### src/rtl/fpga_output_display.sv
// Output display block: captures a 16-bit value on a FLAG_output rising edge,
// converts it to five BCD digits with a sequential double-dabble engine and
// drives five active-low seven-segment displays with optional leading-zero
// blanking. FPGA_output_done pulses for one cycle when the displays update.
module fpga_output_display #(
   parameter bit BLANK_LEADING = 1'b1
) (
   input  logic        clk,
   input  logic        reset,
   input  logic        FLAG_output,
   input  logic [15:0] output_data,
   output logic [6:0]  HEX0,
   output logic [6:0]  HEX1,
   output logic [6:0]  HEX2,
   output logic [6:0]  HEX3,
   output logic [6:0]  HEX4,
   output logic        FPGA_output_busy,
   output logic        FPGA_output_done
);

   localparam int unsigned DATA_W = 16;
   localparam int unsigned DIGITS = 5;
   localparam int unsigned BCD_W  = 4 * DIGITS;
   localparam int unsigned CNT_W  = 5;
   localparam int unsigned ITER   = DATA_W;
   localparam int unsigned SEG_W  = 7;

   localparam logic [SEG_W-1:0] SEG_ZERO  = 7'h40;
   localparam logic [SEG_W-1:0] SEG_BLANK = 7'h7F;
   localparam logic [SEG_W-1:0] SEG_UPPER_RST = BLANK_LEADING ? SEG_BLANK : SEG_ZERO;

   typedef enum logic [1:0] {
      IDLE,
      CONVERT,
      UPDATE
   } state_t;

   state_t             state;
   logic               flag_prev;
   logic               request;
   logic [DATA_W-1:0]  bin;
   logic [BCD_W-1:0]   bcd;
   logic [BCD_W-1:0]   bcd_adj;
   logic [CNT_W-1:0]   cnt;
   logic [SEG_W-1:0]   seg_next [DIGITS];

   // Active-low segment pattern {g,f,e,d,c,b,a} for one BCD digit
   function automatic logic [SEG_W-1:0] seg_decode(input logic [3:0] d);
      logic [SEG_W-1:0] s;
      case (d)
         4'd0:    s = 7'h40;
         4'd1:    s = 7'h79;
         4'd2:    s = 7'h24;
         4'd3:    s = 7'h30;
         4'd4:    s = 7'h19;
         4'd5:    s = 7'h12;
         4'd6:    s = 7'h02;
         4'd7:    s = 7'h78;
         4'd8:    s = 7'h00;
         4'd9:    s = 7'h10;
         default: s = SEG_BLANK;
      endcase
      return s;
   endfunction

   assign request = FLAG_output & ~flag_prev;

   // Rising-edge detector for the output request level
   always_ff @(posedge clk or posedge reset) begin
      if (reset) flag_prev <= 1'b0;
      else       flag_prev <= FLAG_output;
   end

   // Double-dabble add-3 step: each nibble >= 5 gets +3, no inter-nibble carry
   always_comb begin
      bcd_adj = bcd;
      for (int i = 0; i < int'(DIGITS); i++) begin
         if (bcd[4*i +: 4] >= 4'd5) bcd_adj[4*i +: 4] = bcd[4*i +: 4] + 4'd3;
      end
   end

   // Segment patterns for the finished BCD value, blanking leading zeros above HEX0
   always_comb begin
      logic lead;
      lead = 1'b1;
      seg_next = '{default: SEG_BLANK};
      for (int k = int'(DIGITS) - 1; k >= 0; k--) begin
         lead = lead && (bcd[4*k +: 4] == 4'd0);
         if (BLANK_LEADING && lead && (k != 0)) seg_next[k] = SEG_BLANK;
         else                                   seg_next[k] = seg_decode(bcd[4*k +: 4]);
      end
   end

   // Conversion FSM with registered displays and status flags
   always_ff @(posedge clk or posedge reset) begin
      if (reset) begin
         state            <= IDLE;
         bin              <= '0;
         bcd              <= '0;
         cnt              <= '0;
         HEX0             <= SEG_ZERO;
         HEX1             <= SEG_UPPER_RST;
         HEX2             <= SEG_UPPER_RST;
         HEX3             <= SEG_UPPER_RST;
         HEX4             <= SEG_UPPER_RST;
         FPGA_output_busy <= 1'b0;
         FPGA_output_done <= 1'b0;
      end else begin
         case (state)
            IDLE: begin
               FPGA_output_done <= 1'b0;
               if (request) begin
                  bin              <= output_data;
                  bcd              <= '0;
                  cnt              <= '0;
                  FPGA_output_busy <= 1'b1;
                  state            <= CONVERT;
               end
            end
            CONVERT: begin
               {bcd, bin} <= {bcd_adj, bin} << 1;
               cnt        <= cnt + CNT_W'(1);
               if (cnt == CNT_W'(ITER - 1)) state <= UPDATE;
            end
            UPDATE: begin
               HEX0             <= seg_next[0];
               HEX1             <= seg_next[1];
               HEX2             <= seg_next[2];
               HEX3             <= seg_next[3];
               HEX4             <= seg_next[4];
               FPGA_output_done <= 1'b1;
               FPGA_output_busy <= 1'b0;
               state            <= IDLE;
            end
            default: begin
               FPGA_output_busy <= 1'b0;
               FPGA_output_done <= 1'b0;
               state            <= IDLE;
            end
         endcase
      end
   end

endmodule

### config.mk
export PLATFORM = sky130hd
export DESIGN_NAME = fpga_output_display
export DESIGN_NICKNAME = d
export VERILOG_FILES = /design/src/rtl/fpga_output_display.sv
export SDC_FILE = /design/constraint.sdc
export NUM_CORES = 1
export LEC_CHECK = 0
export ABC_AREA = 0
export CORE_ASPECT_RATIO = 1.75
export CORE_MARGIN = 4
export CORE_UTILIZATION = 25
export CTS_BUF_LIST = sky130_fd_sc_hd__clkbuf_16
export CTS_CLUSTER_SIZE = 40
export DETAILED_ROUTE_END_ITERATION = 6
export MAX_ROUTING_LAYER = met4
export PLACE_DENSITY = 0.49
export SETUP_SLACK_MARGIN = 0.15
export SLEW_MARGIN = 15
export SYNTH_ARGS = -nofsm -noshare
export SYNTH_HDL_FRONTEND = slang
export SYNTH_SLANG_ARGS = --single-unit
### constraint.sdc
create_clock -name clk -period 3.8 [get_ports clk]
set_input_delay 0.76 -clock clk [delete_from_list [all_inputs] [get_ports clk]]
set_output_delay 0.76 -clock clk [all_outputs]
set_load 0.02 [all_outputs]
; Yosys cells after proc, flatten, opt, wreduce, memory -nomap -nowiden
; Memories as Yosys holds them, arrays and structs flattened. A register that Yosys moved wholly into a read port is not among the register bits.
; Cells that the tools add are included.
[word_totals]
reg_bits = 74
mem_bits_ro = 560
output_inout_bits = 37
elab_cells = 68
memories = 5
[classes]
add_sub_neg = 6
order_cmp = 5
n_eq_ne = 5
muxes = 21
bitwise = 3
n_reduce_logical = 12
[memory_table]
columns = memory, words, word_bits, rd, rd_ports_with_merged_regs, wr, line_no
row1 = (no name shown), 16, 7, 1, 0, 0, 50  ; case (d)
row2 = (no name shown), 16, 7, 1, 0, 0, 50
row3 = (no name shown), 16, 7, 1, 0, 0, 50
row4 = (no name shown), 16, 7, 1, 0, 0, 50
row5 = (no name shown), 16, 7, 1, 1, 0, 50
[op_table]
columns = op, count
row1 = 20-bit case mux with 2 select lines, 1
row2 = 16-bit case mux with 2 select lines, 1
row3 = 7-bit 2-to-1 mux, 4
row4 = 4-bit by 3-bit >= comparator with 1-bit output (second input constant), 5
row5 = 20-bit 2-to-1 mux, 1
row6 = 4-bit by 2-bit adder with 4-bit output (second input constant), 4
row7 = 4-bit logical NOT, 4
row8 = 16-bit 2-to-1 mux, 1
row9 = 4-bit 2-to-1 mux, 4
row10 = 5-bit case mux with 2 select lines, 1
row11 = 2-bit AND reduction, 3
row12 = 5-bit by 1-bit adder with 5-bit output (second input constant), 1
row13 = 5-bit by 4-bit == test with 1-bit output (second input constant), 1
row14 = 5-bit 2-to-1 mux, 1
row15 = 2-bit 2-to-1 mux, 2
row16 = 2-bit != test (second input constant), 2
row17 = 1-bit case mux with 2 select lines, 2
row18 = 2-bit case mux with 2 select lines, 1
row19 = 3-bit by 2-bit adder with 3-bit output (second input constant), 1
row20 = 1-bit logical AND, 3
row21 = 3-bit 2-to-1 mux, 1
row22 = 2-bit by 1-bit == test with 1-bit output (second input constant), 1
row23 = 2-bit == test (second input constant), 1
row24 = 2-bit logical NOT, 1
row25 = 4 further kinds, 5

; Depth between registers and ports, before layout
; Gate-level depths: netlist (run 1).
[logic_depth]
depth_word = 5
depth_mapped = 7
mapped_depth_nobuf = 7

; Worst setup path before layout (run 1)
; Ideal clock, no wire load.
[synth_timing]
path_type = input port to flip-flop
startpoint = input port FLAG_output
endpoint = register bin[1]
setup_ns = 0.132
arrival_time_ns = 1.603
setup_slack_ns = 2.065
cell_stages = 4
n_path_buf = 1
cell_sequence = nor4b_4 > buf_4 > mux2i_1 > o21ai_1
[synth_via]
elab_chain_cells = 3
[synth_lines]
columns = item, line_no
row1 = "start, declared", 10  ; input logic FLAG_output,
row2 = 1-bit AND, 66  ; assign request = FLAG_output & ~flag_prev;
row3 = 2-bit != test (no source line), n/a
row4 = 2-bit AND reduction (no source line), n/a
row5 = "end signal, assigned", 113  ; bin <= output_data;
row6 = "end signal, assigned", 121  ; {bcd, bin} <= {bcd_adj, bin} << 1;
row7 = "end, declared", 41  ; logic [DATA_W-1:0] bin;
; Every way passes these cells.
; A chain may end at the register's enable or synchronous reset.

; Final worst setup path (run 1)
[layout_timing]
startpoint = register HEX2[3]
endpoint = output port HEX2[3]
[layout_rtl]
columns = item, line_no
row1 = "start, declared", 14  ; output logic [6:0] HEX2,
row2 = "start signal, assigned", 128  ; HEX2 <= seg_next[2];
; No word-level cell between the ends.

==> results.md, run 1 <==
* Routability Congestion at 0.851
* CP top delay family: buffers and inverters
* Post-Syn Area at 0.00444 sq mm
* Share of flip-flops with an asynchronous set or reset at 100%
* Leading area contributor after synthesis: dfrtp_1
* GR Overflow Total at 0
* Multi-input gate area at 0.00215 sq mm
* Worst r2r src: bcd[16]
* Commonest cells post-synth: 69 x nand2_1, 52 x dfrtp_1, 50 x o21ai_0
* Area growth syn-to-layout at 23.7%
* Ports at 56
* TritonCTS clock tree: built
* RR Endpoint: HEX2[4]
* Status: completed
* Clock latency on the worst-skew pair at 340 ps
* Storage cell area at 0.00206 sq mm
* Via/cell ratio at 4.62
* Slew @ Worst Pin at 932 ps
* Port-buffer cells at 55
* XOR/XNOR Fraction of Synth Area at 1.97%
* Number of synthesized flops with an enable pin at 0
* Most numerous cell in the Yosys netlist: nand2_1
* RSZ-0062 raised after global routing: false
* Cells after synthesis at 479
* DRC at 0
* Placed standard-cell area at 0.00523 sq mm
* Hold path start: HEX3[6]
* Initial Util at 25.4%
* Vias in the first global route at 3712
* Synth warnings at 0
* Via count at 3509
* Largest family of logic cells by synthesized area: compound AO/OA/AOI/OAI gates
* Total count of hold-check failures in the final report at 0
* CTS root buffer: clkbuf_16
* Compound-Gate Fraction of Synth Area at 18.3%
* Register bit count reported by yosys at 81
* Buffer and inverter count on the worst path at 1
* Post-CTS Setup Repair Bufs at 0
* First-pass GRT wire length at 18300 microns
* Net Count, Synth at 525
* Register area share after synthesis at 46.5%
* Fin crit share at 59.1%
* Hold slack at 463 ps
* Synth top area cells: dfrtp_1 29%, dfstp_2 17%, ha_1 7.6%
* Clock transition at the registers of the reported paths at 70 ps
* Layout cells sized above 1 at 11.0%
* Hold crit path type: reg2reg
* Routed Wire Length at 10400 microns
* Netlist cell types at 41
* R2R depth at 6
* Core Area at 0.0175 sq mm
* Die width at 109 microns
* R2R Setup Slk at 1870 ps
* Max cap viols at 0
* Pins Over Slew Limit at 0
* Max frequency at 445 MHz
* Post-CTS Resized at 0
* Layout Nets at 569
* Standard-cell rows at 64
* Pleak at 2.24 nW
* Post-synth top flop: dfrtp_1
* Antenna violations before repair at 0
* Avg WL per Cell at 13.7 microns
* CTS sink cnt at 81
* Crit path time final at 2240 ps
* Slew margin rel. at 37.7%
* Worst-path fanout max at 2
* Critical path arrival at 1480 ps
* Yosys top cell area share at 29.3%
* CTS Buf Count at 9
* DRT antenna net count at 0
* Htree depth at 3
* Crit Path Class: reg2out
* First-pass DRT Iterations at 4
* Type of origin of the critical path: register
* Peak per-stage delay on the critical path at 600 ps
* Fillers at 1866
* Mean Syn Cell Area at 9.27 sq um
* WHS Endpoint: HEX3[6]
* Setup TNS at 0 ps
* WHS Path Cells at 2
* Post-Synth Adder-Cell Area at 7.61%
* Required time of the critical path at 3040 ps
* Total GRT Usage at 11.8%
* Max Clock Skew at 10.2 ps
* Antenna fix cells at 0
* Hold buffer count at CTS at 0
* Die H at 184 microns
* Maximum clock path buffer count at 2
* Simple-gate share of the synthesized area at 14.6%
* Die area at 0.0200 sq mm
* Setup Viol. Count Final at 0
* Power Dens Cells at 869 mW/mm^2
* Critical path's slowest cell: clkdlybuf4s50_1
* Worst path cell trace: clkdlybuf4s50_1
* Critical Path End Type: output pin
* Mux contribution to synthesized area at 5.89%
* DP HPWL at 7520 microns
* Maximum VDD drop at 0.000261 V
* Finished Cell Area at 0.00549 sq mm
* Pin count of the biggest net entering global routing at 44
* Iter 0 DRT Violations at 188
## per-layer routing
metal / vias up / routed length, microns / global-route usage, %
met5: - / 0 / -
met1: 1688 / 4320 / 12.9
met3: 19 / 347 / 2.28
li1: 1742 / - / -
met2: 60 / 5380 / 20.2
met4: 0 / 352 / 5.71
## worst max path at each step
stage | cells past startpoint | startpoint | slack [ps] | endpoint
after floorplan | 1 | reset | 1010 | FPGA_output_busy
after CTS | 1 | HEX2[3] | 1530 | HEX2[3]
after global routing | 6 | FLAG_output | 1470 | cnt[0]
after detailed placement | 6 | FLAG_output | 1310 | bcd[3]
after global placement | 6 | FLAG_output | 1380 | bcd[13]
final | 1 | HEX2[3] | 1560 | HEX2[3]
## final cells by class
class                   count  share of cell area, %
clock inverters             7                  0.729
multi-input cells         341                   39.1
flip-flops and latches     81                   37.6
well taps                 231                   5.26
repair buffers             63                   11.3
clock buffers               9                   4.10
inverters                  27                   1.87
## sequential cells by signal (all words and copies together) (netlist names)
signal            count
FPGA_output_busy      1
FPGA_output_done      1
HEX0                  7
HEX1                  7
HEX2                  7
HEX3                  7
HEX4                  7
bcd                  20
bin                  16
cnt                   5
flag_prev             1
state                 2
## tightest hold or removal path, cell delays in order (launching register included)
cell and delay, ps:
dfstp_2 370, nand2_1 50, nand2_1 40
## report_power, final
part | total (mW) | switching (mW) | internal [mW]
clock | 0.802 | 0.367 | 0.436
combinational | 2.24 | 1.21 | 1.03
sequential | 1.73 | 0.420 | 1.31
## metrics by stage
stage / instances / total power [mW] / util [%] / setup WS, ps
after detailed placement: 743 / 4.03 / 29.9 / 1310
after global placement: 743 / 3.96 / 29.9 / 1380
after CTS: 759 / 4.86 / 31.5 / 1530
after floorplan: 479 / 3.27 / - / 1010
final: 759 / 4.77 / 31.5 / 1560
after global routing: 759 / 5.23 / 31.5 / 1470
## cell usage in the layout (no fill, tap or decap), types with 3 or more instances in the layout
master            n
a21oi_1          23
o21bai_1          3
a31oi_1           8
mux2i_1          25
o21ai_0          50
xnor2_1           6
a22oi_1           3
clkbuf_16         9
nor3_1            6
nand3_1           4
clkdlybuf4s50_1  55
nor2_1           31
nor3b_1           3
o31ai_1           9
and2_1            6
nand2_1          69
dfrtp_1          52
inv_1            28
o22a_1            9
o21ai_1          12
and3_1            4
nor2b_1           5
ha_1             27
o22ai_1          11
xor2_1            4
buf_4             7
dfstp_2          29
nand2b_1          5
## kinds of logic (layout without fill, tap and decap cells)
family | Yosys count | after routing
AO/OA/AOI/OAI | 137 | 137
flip-flops | 81 | 81
multiplexers | 26 | 26
buffers and inverters | 57 | 106
adder cells (fa/ha/maj) | 27 | 27
XOR/XNOR | 10 | 10
AND/OR/NAND/NOR | 141 | 141
(Power assumes the default switching activity.)
==> inputs of run 2 (changes only) <==
--- a/config.mk
+++ b/config.mk
@@ -13,7 +13,7 @@
 export CTS_CLUSTER_SIZE = 40
 export DETAILED_ROUTE_END_ITERATION = 6
 export MAX_ROUTING_LAYER = met4
-export PLACE_DENSITY = 0.49
+export PLACE_DENSITY = 0.51
 export SETUP_SLACK_MARGIN = 0.15
 export SLEW_MARGIN = 15
 export SYNTH_ARGS = -nofsm -noshare
==> constraint.sdc (replaced) <==
create_clock -name clk -period 1.85 [get_ports clk]
set_input_delay 0.37 -clock clk [delete_from_list [all_inputs] [get_ports clk]]
set_output_delay 0.37 -clock clk [all_outputs]
set_load 0.02 [all_outputs]
==> results.md, run 2 (synthesis gave the netlist of run 1 again) <==
* DP HPWL at 7810 microns (+3.9%)
* Peak per-stage delay on the critical path at 610 ps (about the same)
* Largest Register: bcd
* Largest regs: bcd x20, bin x16
* Clock power frac at 19.6% (+2.8 points)
* Critical Path End Type: output pin
* Routability Congestion at 0.825 (-3.1%)
* Reg power frac at 30.9% (-5.3 points)
* Port-buffer cells at 55 (unchanged)
* Crit Path Class: reg2out
* Worst-path fanout max at 2 (unchanged)
* Antenna fix cells at 0 (unchanged)
* Non-filler cells, final at 785 (+3.4%)
* Total count of hold-check failures in the final report at 0 (unchanged)
* Clock transition at the registers of the reported paths at 60 ps (about the same)
* Critical path's slowest cell: clkdlybuf4s50_1
* Maximum clock path buffer count at 2 (unchanged)
* Antenna violations before repair at 0 (unchanged)
* Total GRT Usage at 11.4% (-0.37 points)
* DRC at 0 (unchanged)
* Core Area at 0.0175 sq mm (unchanged)
* Max cap viols at 0 (unchanged)
* Via/cell ratio at 4.56 (-1.3%)
* Status: completed
* Critical path arrival at 1280 ps (-200 ps)
* Worst path cell trace: clkdlybuf4s50_1
* CTS sink cnt at 81 (unchanged)
* Standard-cell rows at 64 (unchanged)
* Max Clock Skew at 8.84 ps (-1.35 ps)
* Htree depth at 3 (unchanged)
* Layout cells sized above 1 at 17.9% (+6.9 points)
* Crit path time final at 1650 ps
* Comb pwr share at 49.5% (+2.5 points)
* First-pass GRT wire length at 17900 microns (-2.2%)
* Max frequency at 604 MHz
* DRT antenna net count at 0 (unchanged)
* Clock latency on the worst-skew pair at 340 ps (about the same)
* Maximum VDD drop at 0.000475 V (+82%)
* CP top delay family: buffers and inverters
* Commonest non-fill, non-tap cells in the layout: 69 x nand2_1, 52 x dfrtp_1, 50 x o21ai_0
* Ports at 56 (unchanged)
* Hold crit path type: reg2reg
* Pleak at 2.53 nW (+13%)
* Fin crit share at 89.4%
* Die width at 109 microns (unchanged)
* Via count at 3583 (+2.1%)
* GR Overflow Total at 0 (unchanged)
* Leading cell type in the layout, fill and taps excluded: nand2_1
* Buffer and inverter count on the worst path at 1 (unchanged)
* Pins Over Slew Limit at 0 (unchanged)
* Required time of the critical path at 1480 ps (-1560 ps)
* Die H at 184 microns (unchanged)
* Slew @ Worst Pin at 480 ps (-451 ps)
* CTS root buffer: clkbuf_16
* RSZ-0062 raised after global routing: true
* Avg WL per Cell at 13.4 microns (-2.4%)
* Internal cell power at 6.28 mW (+130%)
* Sw Pwr at 4.20 mW (+110%)
* CTS Buf Count at 9 (unchanged)
* Sw frac at 40.1% (-1.8 points)
* Initial Util at 25.4% (unchanged)
* Pin count of the biggest net entering global routing at 82 (+86%)
* Dpl cells at 768 (+3.4%)
* Routed Wire Length at 10500 microns (+0.98%)
* Power Dens Cells at 1810 mW/mm^2 (+110%)
* Vias in the first global route at 3724 (+0.32%)
* Type of origin of the critical path: register
* Setup Viol. Count Final at 0 (unchanged)
* Slew margin rel. at 68.0% (+30 points)
* First-pass DRT Iterations at 6 (+2)
* Max FFs per register at 20 (unchanged)
* TritonCTS clock tree: built
* Die area at 0.0200 sq mm (unchanged)
* Layout Nets at 595 (+4.6%)
* Util after Layout at 33.1% (+1.6 points)
* Iter 0 DRT Violations at 181 (-3.7%)
* Area growth syn-to-layout at 30.1%
[run 2: worst min-delay path, cell delays in order (launching register included)]
cell	delay (ps)
dfstp_2	370
nand2_1	40
nand2_1	40
[run 2: path summary, 6_finish.rpt]
check                      slack, ps      end     from  cells after the start
min in group asynchronous        510  HEX0[0]    reset                      3
max in group asynchronous        980  HEX1[5]    reset                      3
max                              200  HEX0[0]  HEX0[0]                      1
max reg2reg                      230  bcd[10]   bcd[8]                      7
min                              460  HEX3[6]  HEX3[6]                      2
min reg2reg                      460  HEX3[6]  HEX3[6]                      2
[run 2: area by class of cell]
type	count	area, sq um
repair buffers	89	777
flip-flops and latches	81	2060
inverters	27	105
multi-input cells	341	2200
clock buffers	9	225
well taps	231	289
fillers	1882	11700
clock inverters	7	119
[run 2: routing by layer]
| metal | wire (microns) | global-route usage, % | vias to the layer above | part of all wire (%) |
|---|---|---|---|---|
| met3 | 340 | 1.61 | 13 | 3.2 |
| met2 | 5580 | 20.2 | 54 | 53 |
| li1 | - | - | 1791 | - |
| met1 | 4370 | 12.4 | 1725 | 42 |
| met5 | 0 | - | - | 0 |
| met4 | 216 | 5.21 | 0 | 2.1 |
[run 2: through the flow]
step | cell area, sq um | hold WS, ps | setup WS [ps] | TNS [ps] | total power, mW
5_1_grt | 5780 | 488 | 143 | 0 | 11.4
3_3_place_gp | 5420 | 451 | 37.7 | 0 | 8.50
4_1_cts | 5730 | 457 | 156 | 0 | 10.5
6_report | 5780 | 455 | 195 | 0 | 10.5
3_5_place_dp | 5420 | 450 | -20.4 | -106 | 8.63
2_1_floorplan | 4440 | 401 | 259 | 0 | 6.72
[run 2: what timing repair did]
action / 4_1_cts / 5_1_grt
hold endpoints to repair: 0 / 0
endpoints found under the setup margin: 36 / 22
buffers inserted: 0 / 1
gates resized for setup: 34 / 13
pin swaps: 0 / 2
hold buffers: 0 / 0
[run 2: power by group through the flow]
stage	clock [mW]	sequential, mW	combinational (mW)
after floorplan	0	3.58	3.14
after global placement	0	3.26	5.23
after detailed placement	0	3.28	5.35
after CTS	2.12	3.24	5.16
after global routing	2.19	3.35	5.84
final	2.05	3.24	5.19
==> patch: new RTL, settings of run 2 <==
Change the parameter `BLANK_LEADING` from 1'b1 to 1'b0.
--- a/src/rtl/fpga_output_display.sv
+++ b/src/rtl/fpga_output_display.sv
@@ -4,5 +4,5 @@
 // blanking. FPGA_output_done pulses for one cycle when the displays update.
 module fpga_output_display #(
-   parameter bit BLANK_LEADING = 1'b1
+   parameter bit BLANK_LEADING = 1'b0
 ) (
    input  logic        clk,
Behaviour: not the same (Yosys sat finds a counterexample within 4 cycles, from zero or initial values and one cycle with reset high).
==> patch against run 2 <==
- final area shrank 4.5%
- first-iteration DRC count decreased by 34%
- sequential cell count stayed put
- area after synthesis down 4.7%
- combinational power decreased by 1%
- wire length shrank 8.2%
- power is 0.44% lower
- sequential power increased by 5%
- count of clock-buffer cells in the layout stayed put
- setup slack better by 0.84 ps
- final cell count fell by 6.0%
- clock skew rose by 3.3 ps
- critical path depth stayed put
- critical path type unchanged
==> patch: results <==
timing:
  max-slew-margin-rel_pct: 67.4
  skew_ps: 12.1
  timing.hold.ws_ps: 362
  setup_ws_ps: 196
final_layout:
  final_cells: 738
  nets: 555
  fillers: 1682
  drive_above_1_share_pct: 11.7
synth:
  synthXorXnorAreaFrac_pct: 2.07
  synth_compound_area_share_pct: 20.3
  synthAdderAreaFrac_pct: 7.99
  ys_seq_area_share_pct: 48.1
  yosys-top-cells-area: "dfrtp_1 45%, o21ai_0 8.9%, ha_1 8.0%, nand2_1 5.8%, inv_1 3.9%"
  synth_common_cells: "76 x dfrtp_1, 75 x o21ai_0, 65 x nand2_1"
  yosysUniqueCellTypes: 34
  synthMuxAreaShare_pct: 3.70
  synth_nets: 497
  netlist_instances: 451
power_and_ir_drop:
  leakagePower_uw: 0.00267
  peakVddDrop_v: 0.000631
global_route:
  grt_use_met1_pct: 11.1
  met3_usage_pct: 2.47
  use_met2_pct: 19.6
  grt_pass1_vias: 3446
  grt_max_degree: 49
  grt_use_total_pct: 10.9
  grt_pass1_wl_mm: 16.5
placement:
  dp.cells: 722
  dp.final_hpwl_mm: 7.14
  place_ws_ps: -21.9
cts:
  cts.htree.levels: 3
  clockBufferDepth: 2
route:
  vias: 3320
  dr.pass1.iters: 4
  drt_iter0_drc: 119
  wl_per_cell_um: 13.1
outcome:
  status: "finished clean"
setup_path:
  rr_startpoint: "bcd[4]"
  crit_path_start: "HEX4[3]"
  r2r-end: "bcd[7]"
  crit_path_end: "HEX4[3]"
  critPathSlowestCell: "clkdlybuf4s50_1"
  ff2ff_path_depth: 6
hold_path:
  hold_path_class: "primary input to asynchronous set/reset pin"
[patch: cell families after synthesis]
kind of cell / count (synthesis)
buffers and inverters: 75
AOI/OAI and AO/OA: 142
DFF: 81
and+or+nand+nor: 101
adders and majority gates: 27
muxes: 15
xor gates and xnor gates: 10
[patch: repair_timing]
| item | CTS | global route |
|---|---|---|
| gates resized for setup | 16 | 23 |
| endpoints found under the setup margin | 16 | 26 |
| pin swaps | 0 | 0 |
[patch: metal layers]
metal  up-vias  routed length (um)
li1       1672                   -
met1      1589                4070
met2        51                5190
met3         8                 243
met4         0                 144
met5         -                   0
[patch: area by class of cell]
cell class,count,area (um^2),area share [%]
sequential,81,2040,36.9
inverter,45,173,3.13
clock inverter,7,95.1,1.72
clock buffer,9,225,4.08
timing repair buffer,77,783,14.2
tap,224,280,5.08
multi-input combinational,295,1920,34.8
[patch: where the power goes]
group / internal, uW / switching, uW
clock: 1180 / 733
combinational: 2330 / 2810
sequential: 2640 / 748
